File: config.mk
export PLATFORM = sky130hd
export DESIGN_NAME = id_writeback_stage
export DESIGN_NICKNAME = d
export VERILOG_FILES = /design/src/rtl/id_writeback_stage.sv
export SDC_FILE = /design/constraint.sdc
export NUM_CORES = 1
export LEC_CHECK = 0
export BUFFER_PORTS_ARGS = -buffer_cell sky130_fd_sc_hd__buf_2
export CAP_MARGIN = 30
export CORE_AREA = 3 3 62 64
export CTS_CLUSTER_SIZE = 20
export DETAILED_ROUTE_END_ITERATION = 16
export DIE_AREA = 0 0 65 67
export PLACE_DENSITY = 0.85
export SETUP_SLACK_MARGIN = 0.3
export SLEW_MARGIN = 20
export SYNTH_ARGS = -nofsm -noshare
export SYNTH_HDL_FRONTEND = slang
export SYNTH_SLANG_ARGS = --single-unit
File: constraint.sdc
create_clock -name clk -period 1.67 [get_ports clk]
set_clock_uncertainty 0.15 [all_clocks]
set_input_delay 0.0835 -clock clk [delete_from_list [all_inputs] [get_ports clk]]
set_output_delay 0.0835 -clock clk [all_outputs]
set_load 0.01 [all_outputs]
File: src/rtl/id_writeback_stage.sv
// Decode writeback: imm/acc/MMU-load/CID register-file writes; CID_SEQUENTIAL_EN walks CID clears one reg per cycle.
// Latency: imm/acc write 1 cycle after accept, MMU write 1 cycle after mmu_valid, CID write starts 1 cycle after accept.
// Backpressure: in_ready low outside IDLE (MEM_WAIT, CID_CLEAR) and during reset; held instructions are not consumed.
module id_writeback_stage #(
  parameter int DATA_WIDTH = 8,
  parameter int REG_COUNT  = 8,
  parameter int CID_BASE   = 4
) (
  input  logic                  clk,
  input  logic                  rst_n,
  input  logic                  in_valid,
  output logic                  in_ready,
  input  logic [23:0]           instruction,
  input  logic [DATA_WIDTH-1:0] accumulator,
  input  logic [DATA_WIDTH-1:0] mmu_data,
  input  logic                  mmu_valid,
  output logic                  mmu_req,
  output logic                  wr_en,
  output logic [REG_COUNT-1:0]  wr_mask,
  output logic [DATA_WIDTH-1:0] wr_data,
  output logic                  cid_busy,
  output logic                  cid_done
);

  typedef enum logic [1:0] {
    IDLE      = 2'd0,
    MEM_WAIT  = 2'd1,
    CID_CLEAR = 2'd2
  } state_t;

  state_t                state_q, state_d;
  logic [REG_COUNT-1:0]  mask_q, mask_d;
  logic [REG_COUNT-1:0]  ld_mask_q, ld_mask_d;
  logic [DATA_WIDTH-1:0] data_q, data_d;

  logic                  accept;
  logic [3:0]            opcode;
  logic [REG_COUNT-1:0]  field_a_mask;
  logic [REG_COUNT-1:0]  field_b_mask;
  logic [DATA_WIDTH-1:0] imm_data;
  logic                  unused_bits;

`ifdef CID_SEQUENTIAL_EN
  localparam int IDX_W = (REG_COUNT > 1) ? $clog2(REG_COUNT) : 1;
  localparam logic [IDX_W-1:0] START_IDX = IDX_W'(CID_BASE);
  localparam logic [IDX_W-1:0] LAST_IDX  = IDX_W'(REG_COUNT - 1);
  logic [IDX_W-1:0] idx_q, idx_d;
`else
  localparam logic [REG_COUNT-1:0] CID_MASK = {REG_COUNT{1'b1}} << CID_BASE;
`endif

  assign opcode       = instruction[23:20];
  assign field_a_mask = instruction[8 +: REG_COUNT];
  assign field_b_mask = instruction[0 +: REG_COUNT];
  assign imm_data     = DATA_WIDTH'(instruction[7:0]);
  assign unused_bits  = ^instruction[19:16];

  assign in_ready = rst_n && (state_q == IDLE);
  assign accept   = in_valid && in_ready;
  assign mmu_req  = (state_q == MEM_WAIT);
  assign wr_en    = |mask_q;
  assign wr_mask  = mask_q;
  assign wr_data  = data_q;
  assign cid_busy = (state_q == CID_CLEAR);
`ifdef CID_SEQUENTIAL_EN
  assign cid_done = (state_q == CID_CLEAR) && (idx_q == LAST_IDX);
`else
  assign cid_done = (state_q == CID_CLEAR);
`endif

  always_comb begin
    state_d   = state_q;
    mask_d    = '0;
    data_d    = data_q;
    ld_mask_d = ld_mask_q;
`ifdef CID_SEQUENTIAL_EN
    idx_d     = idx_q;
`endif
    case (state_q)
      IDLE: begin
        if (accept) begin
          if (opcode[3]) begin
            mask_d = field_a_mask;
            data_d = accumulator;
          end else begin
            case (opcode[2:0])
              3'b001: begin
                mask_d = field_a_mask;
                data_d = imm_data;
              end
              3'b010: begin
                ld_mask_d = field_b_mask;
                state_d   = MEM_WAIT;
              end
              3'b110: begin
                state_d = CID_CLEAR;
                data_d  = '0;
`ifdef CID_SEQUENTIAL_EN
                idx_d   = START_IDX;
                mask_d  = REG_COUNT'(1) << START_IDX;
`else
                mask_d  = CID_MASK;
`endif
              end
              default: ;
            endcase
          end
        end
      end
      MEM_WAIT: begin
        if (mmu_valid) begin
          mask_d  = ld_mask_q;
          data_d  = mmu_data;
          state_d = IDLE;
        end
      end
      CID_CLEAR: begin
`ifdef CID_SEQUENTIAL_EN
        if (idx_q == LAST_IDX) begin
          state_d = IDLE;
        end else begin
          idx_d  = idx_q + IDX_W'(1);
          mask_d = REG_COUNT'(1) << idx_d;
          data_d = '0;
        end
`else
        state_d = IDLE;
`endif
      end
      default: state_d = IDLE;
    endcase
    // wr_data only moves when a strobe goes with it
    if (mask_d == '0) data_d = data_q;
  end

  always_ff @(posedge clk) begin
    if (!rst_n) begin
      state_q   <= IDLE;
      mask_q    <= '0;
      data_q    <= '0;
      ld_mask_q <= '0;
`ifdef CID_SEQUENTIAL_EN
      idx_q     <= '0;
`endif
    end else begin
      state_q   <= state_d;
      mask_q    <= mask_d;
      data_q    <= data_d;
      ld_mask_q <= ld_mask_d;
`ifdef CID_SEQUENTIAL_EN
      idx_q     <= idx_d;
`endif
    end
  end

endmodule

# Word level (Yosys, flattened, before mapping)
# Cells that the tools add are included.
dict set report op_classes {
  eq_ne 10
  muxes 15
  n_bitwise 2
  n_reduce_logical 9
}
# operator n
set op_table {}
lappend op_table {{$pmux W8 S2} 4}
lappend op_table {{$mux W8} 6}
lappend op_table {{$logic_not A8 Y1} 1}
lappend op_table {{$pmux W2 S2} 2}
lappend op_table {{$reduce_and A4 Y1} 2}
lappend op_table {{$reduce_or A8 Y1} 1}
lappend op_table {{$mux W2} 3}
lappend op_table {{$ne A2 B2 Y1 const B} 3}
lappend op_table {{$reduce_and A5 Y1} 1}
lappend op_table {{$ne A4 B2 Y1 const B} 1}
lappend op_table {{$eq A3 B1 Y1 const B} 1}
lappend op_table {{$eq A3 B2 Y1 const B} 1}
lappend op_table {{$eq A3 B3 Y1 const B} 1}
lappend op_table {{$ne A3 B1 Y1 const B} 1}
lappend op_table {{$eq A2 B1 Y1 const B} 1}
lappend op_table {{$eq A2 B2 Y1 const B} 1}
lappend op_table {{$logic_and A1 B1 Y1} 2}
lappend op_table {{$logic_not A2 Y1} 1}
lappend op_table {{$not A1 Y1} 2}
lappend op_table {{$reduce_bool A2 Y1} 1}
dict set report word_totals {
  register_bits 26
}

# Longest topological paths before layout
# Gate-level depths: netlist of the first run.
dict set report depth {
  ltp_word 8
  ltp_mapped 6
}

# Worst setup path before layout of the first run
# OpenSTA, ideal clock, no wires.
dict set report synth_path {
  kind {register -> register}
  from {register state_q[1]}
  to {register data_q[0] (netlist: wr_data[0])}
  setup_time_ns 0.072
  t_arrival_ns 1.403
  t_required_ns 1.448
  setup_slack_ns 0.045
  stages_incl_launch_ff 6
  cell_sequence {dfxtp_1 and3b_1 buf_6 a21boi_1 a211oi_4 mux2i_1}
}
dict set report synth_between {
  elab_chain_len 8
  elab_cells_between_ends 14
  cone_classes {eq/ne (4); mux (3); bitwise (1); reduce/logical (6)}
}
# item line_no
set synth_rtl {}
lappend synth_rtl {{start: declaration} 31} ;# state_t state_q, state_d;
lappend synth_rtl {{start signal: assignment} 146} ;# state_q <= state_d;
lappend synth_rtl {{$logic_not A2 Y1} {58, 79}}
lappend synth_rtl {{$logic_and A1 B1 Y1} 58} ;# assign in_ready = rst_n && (state_q == IDLE);
lappend synth_rtl {{$logic_and A1 B1 Y1} 59} ;# assign accept = in_valid && in_ready;
lappend synth_rtl {{$mux W8} 81} ;# if (accept) begin
lappend synth_rtl {{$pmux W8 S2} 79} ;# case (state_q)
lappend synth_rtl {{$logic_not A8 Y1} 133} ;# if (mask_d == '0) data_d = data_q;
lappend synth_rtl {{$not A1 Y1 (no line)} --}
lappend synth_rtl {{$reduce_and A5 Y1 (no line)} --}
lappend synth_rtl {{end signal: assignment} 148} ;# data_q <= data_d;
lappend synth_rtl {{end: declaration} 34} ;# logic [DATA_WIDTH-1:0] data_q, data_d;
# Several ways; a longest one is shown, not always the timed one.
# A chain may end at the register's enable or synchronous reset.

# Worst setup path after layout of the first run
dict set report layout_path {
  from {register ld_mask_q[6]}
  to {register data_q[6] (netlist: wr_data[6])}
}
dict set report layout_between {
  elab_chain_len 5
}
# item line_no
set layout_rtl {}
lappend layout_rtl {{start: declaration} 33} ;# logic [REG_COUNT-1:0] ld_mask_q, ld_mask_d;
lappend layout_rtl {{start signal: assignment} 149} ;# ld_mask_q <= ld_mask_d;
lappend layout_rtl {{$mux W8} 111} ;# if (mmu_valid) begin
lappend layout_rtl {{$pmux W8 S2} 79}
lappend layout_rtl {{$logic_not A8 Y1} 133}
lappend layout_rtl {{$not A1 Y1 (no line)} --}
lappend layout_rtl {{$reduce_and A5 Y1 (no line)} --}
# No other way between the ends.

==> results.cfg, run 1 <==
[synth]
ys_types = 32
synth-async-reset-ratio_pct = 0
synth_largest_area_cell = dfxtp_1
syn_area_per_cell_um2 = 9.18
yosysSeqAreaShare_pct = 38.3
synthTopCellsByArea = dfxtp_1, mux2i_1, nor2b_1
synth_top_area_share_pct = 38.3
synthFlopType = dfxtp_1
ys_warn_count = 0
synthCells = 148
syn-num-nets = 192
synth-edff-count = 0
ys_seq_elements = 26
syn_area_um2 = 1360

[cts]
cts_max_level = 1
hold_buffers = 23
cts_tree = built
numCtsBuffers = 3
cts_root_buf = clkbuf_4
clock_sinks = 26
clock_path_buffers = 2
clk_pin_slew_ps = 140
clk_latency_ps = 320

[sta]
setup_viol = 0
relSlewSlack_pct = 70.2
hold_violations = 2
final.setup.tns_ps = 0
fmax_mhz = 639
rsz0062_at_grt = yes
tightest_slew_ps = 445
fin_crit_sh_pct = 93.7
hold_ws_ps = -24.1
setup_ws_ps = 106
report.final.slew_viol_count = 0
period_minus_slack_ps = 1560

[placed_design]
gp_congestion = 0.762
place_ws_ps = 77.7
dpl.hpwl_mm = 2.63
dp_cells = 251
io_buffers = 60

[worst_setup_path]
crit_fanout = 8
r2r_cells = 5
cp-end-kind = flip-flop
crit_type = reg2reg
endpoint = wr_data[6]
rr_startpoint = ld_mask_q[6]
cp-start-kind = flip-flop
crit_arrival_ps = 1670
r2r-end = wr_data[6]
worst-endpoint-required_ps = 1780
setup.worst_path.start = ld_mask_q[6]
r2r_slack_ps = 110

[routing]
vias_per_cell = 4.89
drc = 0
drt-total-wl_mm = 3.69
drt_iter0_markers = 40
first_pass_iters = 4
post_drt_wl_per_cell_um = 13.1
vias = 1380
ant_nets = 0

[global_route]
grt_pass1_vias = 1437
overflow = 0
antenna_found_initial = 0
grt_max_degree = 34
grt_usage_pct = 18.7
grt_pass1_wl_mm = 6.39

[cells_and_area]
synthToLayoutAreaGrowth_pct = 56.2
antennaDiodeCount = 0
fillCellCount = 285
layoutNonFillerInstCount = 282
nets = 281
drive_above_1_share_pct = 38.6

[outcome]
outcome = finished with violations
violations = negative hold slack

[power_and_ir_drop]
p_leak_nw = 1.03
ir_drop_uv = 468
p_per_area_nw_per_um2 = 624

[job]
drv_cap = 0

[hold_path]
hold_depth = 3
hp-class = in2reg

[floorplan]
die_area_um2 = 4360
fp.dieH_um = 67
rows = 21
core_um2 = 3340
fp.dieW_um = 65
start_util_pct = 40.7
ios = 65
-- through the flow --
step | instance area (um2) | power (mW) | util [%] | hold slack [ps]
after floorplan | 1410 | 0.764 | - | 99.7
after global placement | 1780 | 0.858 | 53.2 | 206
after global routing | 2120 | 1.40 | 63.6 | -39.2
final | 2120 | 1.33 | 63.6 | -24.1
after CTS | 2110 | 1.34 | 63.3 | -38.7
after detailed placement | 1780 | 0.861 | 53.2 | 214
-- registers in the layout, summed over array words and instances, names as in the netlist --
name,flops
state_q,2
ld_mask_q,8
wr_data,8
wr_mask,8
-- synthesized netlist by cell type (2+ instances only) --
master / number
and3b_1: 2
dfxtp_1: 26
mux2i_1: 19
nor3_1: 3
nand2_1: 18
buf_2: 3
inv_1: 6
nor3b_1: 2
clkbuf_1: 5
a21boi_0: 3
o211ai_1: 5
a21o_1: 3
o311ai_0: 5
nor4_1: 6
a22oi_1: 4
nor2b_1: 15
and2_1: 3
o21ai_0: 6
-- power by group --
part,internal (mW),switching [mW]
clock network,0.243,0.186
logic,0.146,0.108
registers,0.634,0.00827
total,1.02,0.302
-- cell families (layout without fill, tap and decap cells) --
logic type      after synthesis  in the layout  share of synthesized area, %
mux                          19             19                          14.0
compound gates               31             31                          18.1
buf+inv                      16            104                          5.52
flops                        26             26                          38.3
simple gates                 56             56                          24.0
-- per-layer routing --
| layer | vias to the layer above | global-route usage (%) | part of all wire (%) |
|---|---|---|---|
| li1 | 712 | - | - |
| met1 | 617 | 23.0 | 44 |
| met2 | 47 | 33.3 | 49 |
| met3 | 4 | 3.20 | 6.5 |
| met4 | 0 | 5.54 | 0.79 |
| met5 | - | 0 | 0 |
-- area by class of cell --
cell class	instances	area, um2	area share, %
multi-input combinational	106	828	39.0
timing repair buffer	94	629	29.7
sequential	26	532	25.1
tap	46	57.6	2.71
clock inverter	1	30.0	1.42
clock buffer	3	22.5	1.06
inverter	6	22.5	1.06
-- worst max-delay path, cell delays in order, from the launching register on --
cell and delay, ps:
dfxtp_4 380, nor4_4 320, a21boi_4 90, a211oi_4 210, buf_12 170, mux2i_1 180
-- worst min path at each step --
stage	from	end	slack (ps)
after floorplan	instruction[0]	ld_mask_q[0]	100
after global placement	instruction[5]	ld_mask_q[5]	210
after detailed placement	instruction[3]	ld_mask_q[3]	210
after CTS	in_valid	state_q[1]	-40
after global routing	in_valid	state_q[1]	-40
final	in_valid	state_q[1]	-20
-- cell usage in the layout (no fill, tap or decap), types with 2 or more instances in the layout --
cell type	count
buf_2	60
dlygate4sd3_1	23
mux2i_1	19
dfxtp_1	19
nand2_1	18
nor2b_1	15
buf_4	9
o21ai_0	6
dfxtp_2	6
inv_1	5
o311ai_0	5
o211ai_1	5
a22oi_1	4
nor4_1	3
a21o_1	3
and2_1	3
nor3_1	3
clkbuf_4	3
nor3b_1	2
and3b_1	2
nor4_4	2
a21boi_1	2
-- what timing repair did --
item | 4_1_cts | 5_1_grt
endpoints found under the setup margin | 20 | 27
resized for setup | 9 | 4
buffers inserted | 3 | 1
endpoints found under the hold margin | 24 | 1
pin swaps | 5 | 1
(Power assumes the default switching activity.)
==> run 2, diff against run 1 <==
Settings changed: MAX_ROUTING_LAYER set to met4.
==> run 2 against run 1 <==
  * The flow still finishes with violations (negative hold slack)
  * Via count barely moved
  * Combinational power is essentially flat
  * Clock power about the same
  * First-iteration DRC count down 5.0%
  * Die area is the same
  * Critical path type unchanged
  * Largest cell class unchanged
==> results.cfg, run 2 (synthesis gave the netlist of run 1 again) <==
[routing]
drt-total-wl_mm = 3.70
vias = 1379
post_drt_wl_per_cell_um = 13.1
first_pass_iters = 4
vias_per_cell = 4.89
drc = 0
ant_nets = 0
drt_iter0_markers = 38

[power_and_ir_drop]
p_leak_nw = 1.03
p_per_area_nw_per_um2 = 625
p_total_mw = 1.33
ir_drop_uv = 468

[worst_setup_path]
worst-endpoint-required_ps = 1780
cp-end-kind = flip-flop
cp_cell_sequence = nor4_4 -> a21boi_4 -> a211oi_4 -> buf_12 -> mux2i_1
r2r_cells = 5
crit_fanout = 8
crit_type = reg2reg
r2r-end = wr_data[6]
crit_arrival_ps = 1670
cp-start-kind = flip-flop
path_buf_inv = 1
crit_family = flip-flops
slowest_delay_ps = 380
r2r_slack_ps = 110
crit_slowest_cell = dfxtp_4
rr_startpoint = ld_mask_q[6]

[global_route]
grt_max_degree = 34
overflow = 0
antenna_found_initial = 0
grt_usage_pct = 19.2
grt_pass1_wl_mm = 6.39
grt_pass1_vias = 1436

[cts]
cts_max_level = 1
cts_tree = built
numCtsBuffers = 3
cts_root_buf = clkbuf_4
clock_path_buffers = 2
hold_buffers = 23
clk_latency_ps = 320
clk_pin_slew_ps = 140
clock_sinks = 26

[sta]
relSlewSlack_pct = 70.2
tightest_slew_ps = 445
fmax_mhz = 640
setup_viol = 0
period_minus_slack_ps = 1560
final.setup.tns_ps = 0
hold_violations = 2
fin_crit_sh_pct = 93.6
hold_ws_ps = -24.0
report.final.slew_viol_count = 0
rsz0062_at_grt = yes

[job]
drv_cap = 0

[floorplan]
rows = 21
fp.dieW_um = 65
start_util_pct = 40.7
ios = 65
fp.dieH_um = 67
core_um2 = 3340
die_area_um2 = 4360

[hold_path]
hold_depth = 3
hp-start = in_valid
hp-class = in2reg
whs_endpoint = state_q[1]

[cells_and_area]
layout_common_cells = buf_2, dlygate4sd3_1, mux2i_1, dfxtp_1, nand2_1
drive_above_1_share_pct = 38.6
final_common_cell = buf_2
synthToLayoutAreaGrowth_pct = 56.2
nets = 281
antennaDiodeCount = 0

[placed_design]
dpl.hpwl_mm = 2.63
gp_congestion = 0.772
io_buffers = 60

[outcome]
violations = negative hold slack
outcome = finished with violations
[run 2: cell counts in the layout (fill, tap and decap cells not counted)]
No cell type changed its count.
[run 2: layer usage]
layer	vias up	part of all wire (%)	track usage [%]
li1	711	-	-
met1	618	44	23.1
met2	46	49	33.3
met3	4	6.5	3.04
met4	0	0.78	5.54
met5	-	0	-
[run 2: timing repair]
action | 4_1_cts | 5_1_grt
endpoints found under the setup margin | 20 | 27
buffers inserted | 3 | 1
pin swaps | 5 | 1
gates cloned | 0 | 0
endpoints found under the hold margin | 24 | 1
resized for setup | 9 | 4
[run 2: metrics by stage]
step	cell area, um2	worst slack (ps)	hold WS, ps	utilization [%]	instances
2_1_floorplan	1410	71.8	99.7	-	148
3_3_place_gp	1780	114	206	53.2	251
6_report	2120	108	-24.0	63.6	282
5_1_grt	2120	17.3	-39.3	63.6	282
4_1_cts	2110	104	-38.7	63.3	281
3_5_place_dp	1780	77.7	214	53.2	251
[run 2: where the power goes]
part	internal [mW]	switching [mW]
Clock	0.243	0.187
Combinational	0.146	0.108
Sequential	0.634	0.00828
Total	1.02	0.303
[run 2: how the worst max path moves through the flow]
stage / cells after the start / slack [ps] / end / startpoint
after floorplan: 5 / 70 / wr_data[0] / state_q[1]
after global placement: 6 / 110 / wr_data[6] / instruction[15]
after detailed placement: 5 / 80 / wr_data[7] / ld_mask_q[7]
after CTS: 5 / 100 / wr_data[7] / ld_mask_q[6]
after global routing: 5 / 20 / wr_data[7] / ld_mask_q[6]
final: 5 / 110 / wr_data[6] / ld_mask_q[6]
[run 2: worst min-delay path: stages]
cell and delay, ps:
buf_2 120, nand4bb_4 100, nor2_1 100
[run 2: final cells by class]
class	count	area [um2]
well taps	46	57.6
fillers	285	1210
clock inverters	1	30.0
multi-input cells	106	828
inverters	6	22.5
clock buffers	3	22.5
flip-flops and latches	26	532
repair buffers	94	629
==> run 3, diff against run 2 <==
Settings changed: CAP_MARGIN 30 to not set, SETUP_SLACK_MARGIN 0.3 to 0.02, SLEW_MARGIN 20 to 5.
==> run 3 against run 2 <==
  * The run still ends with negative hold slack left
  * Register-to-register slack lost 30 ps
  * Combinational power decreased by 2%
  * Clock power fell by 25%
  * Utilization fell by 2.7 points
  * Largest cell class unchanged
  * Largest power group unchanged
  * Critical endpoint is now wr_data[2]
==> results.cfg, run 3 (synthesis gave the netlist of run 1 again) <==
[worst_setup_path]
setup.worst_path.start = ld_mask_q[0]
slowest_delay_ps = 370
crit_slowest_cell = dfxtp_1
rr_startpoint = ld_mask_q[0]
crit_cells = 5
r2r_cells = 5
cp-end-kind = flip-flop
r2r-end = wr_data[2]
worst-endpoint-required_ps = 1790
cp-start-kind = flip-flop
path_buf_inv = 1
crit_family = flip-flops
crit_fanout = 8
cp_cell_sequence = nor4_2 -> a21boi_1 -> a211oi_4 -> buf_12 -> mux2i_1
r2r_slack_ps = 80
crit_type = reg2reg
endpoint = wr_data[2]
crit_arrival_ps = 1710

[power_and_ir_drop]
p_sw_mw = 0.299
seqPwrFrac_pct = 53.1
p_leak_nw = 0.993
p_int_mw = 0.911
p_per_area_nw_per_um2 = 595
switching_share_pct = 24.7
p_clk_share_pct = 26.4
ir_drop_uv = 307
comb_power_share_pct = 20.5

[cells_and_area]
nets = 279
layout_common_cells = buf_2, dlygate4sd3_1, dfxtp_1
design_area_um2 = 2030
synthToLayoutAreaGrowth_pct = 49.6
drive_above_1_share_pct = 33.3
antennaDiodeCount = 0
final_common_cell = buf_2

[routing]
post_drt_wl_per_cell_um = 13.2
drt-total-wl_mm = 3.70
ant_nets = 0
drc = 0
drt_iter0_markers = 26
vias_per_cell = 5.05
first_pass_iters = 4
vias = 1413

[sta]
rsz0062_at_grt = no
fin_crit_sh_pct = 95.1
tightest_slew_ps = 439
final.setup.tns_ps = 0
period_minus_slack_ps = 1590
setup_viol = 0
fmax_mhz = 630
relSlewSlack_pct = 70.5
report.final.slew_viol_count = 0
hold_violations = 1
hold_ws_ps = -1.21

[floorplan]
rows = 21
ios = 65
die_area_um2 = 4360
fp.dieH_um = 67
start_util_pct = 40.7
fp.dieW_um = 65
core_um2 = 3340

[global_route]
antenna_found_initial = 0
grt_max_degree = 26
grt_usage_pct = 17.6
grt_pass1_wl_mm = 5.89
grt_pass1_vias = 1400
overflow = 0

[hold_path]
hp-class = in2reg
hp-start = mmu_data[4]

[cts]
clk_latency_ps = 330
clock_sinks = 26
clock_path_buffers = 2
cts_max_level = 1
numCtsBuffers = 3
clk_pin_slew_ps = 140
cts_root_buf = clkbuf_4
cts_tree = built

[placed_design]
gp_congestion = 0.786
place_area_um2 = 1730
io_buffers = 60
dpl.hpwl_mm = 2.75

[outcome]
outcome = finished with violations
violations = negative hold slack

[job]
drv_cap = 0
==> run 3: power by group through the flow <==
stage	clock network (mW)	registers, mW	logic [mW]
2_1_floorplan	0	0.662	0.0979
3_3_place_gp	0	0.656	0.196
3_5_place_dp	0	0.656	0.199
4_1_cts	0.325	0.643	0.243
5_1_grt	0.342	0.645	0.272
6_report	0.320	0.643	0.248
==> run 3: final cells by class <==
type,instances,area (um2)
clock buffers,4,36.3
repair buffers,92,613
multi-input cells,106,781
well taps,46,57.6
fillers,301,1300
flip-flops and latches,26,523
inverters,6,22.5
==> run 3: metrics by stage <==
stage | setup slack, ps | utilization (%) | total power [mW] | std cells
finish | 81.4 | 60.9 | 1.21 | 280
global route | 12.9 | 60.9 | 1.26 | 280
CTS | 36.8 | 60.2 | 1.21 | 279
detailed placement | 25.8 | 51.8 | 0.856 | 251
global placement | 101 | 51.8 | 0.852 | 251
floorplan | 44.9 | - | 0.760 | 148
==> run 3: worst min-delay path by stage <==
stage / endpoint / slack, ps / cells past startpoint
global route: state_q[1] / 10 / 3
detailed placement: ld_mask_q[0] / 220 / 3
finish: wr_data[4] / -1 / 4
CTS: wr_data[4] / 2 / 4
global placement: ld_mask_q[6] / 200 / 3
floorplan: ld_mask_q[0] / 100 / 2
==> run 3: per-layer routing <==
layer	vias to the layer above	global-route usage [%]	routed length, um
li1	706	-	-
met1	649	19.3	1520
met2	51	32.3	1860
met3	7	2.70	252
met4	0	6.33	59
met5	-	-	0
==> run 3: repair_timing <==
item	in CTS	in global routing
hold endpoints to repair	24	0
endpoints found under the setup margin	2	7
gates resized for setup	2	2
pin swaps	0	1
hold buffers	24	0
cloned	0	0
setup buffers	0	1
==> run 3: worst min-delay path: stages <==
cell,delay (ps)
buf_2,70
and2_1,100
o21ai_0,70
mux2i_1,120
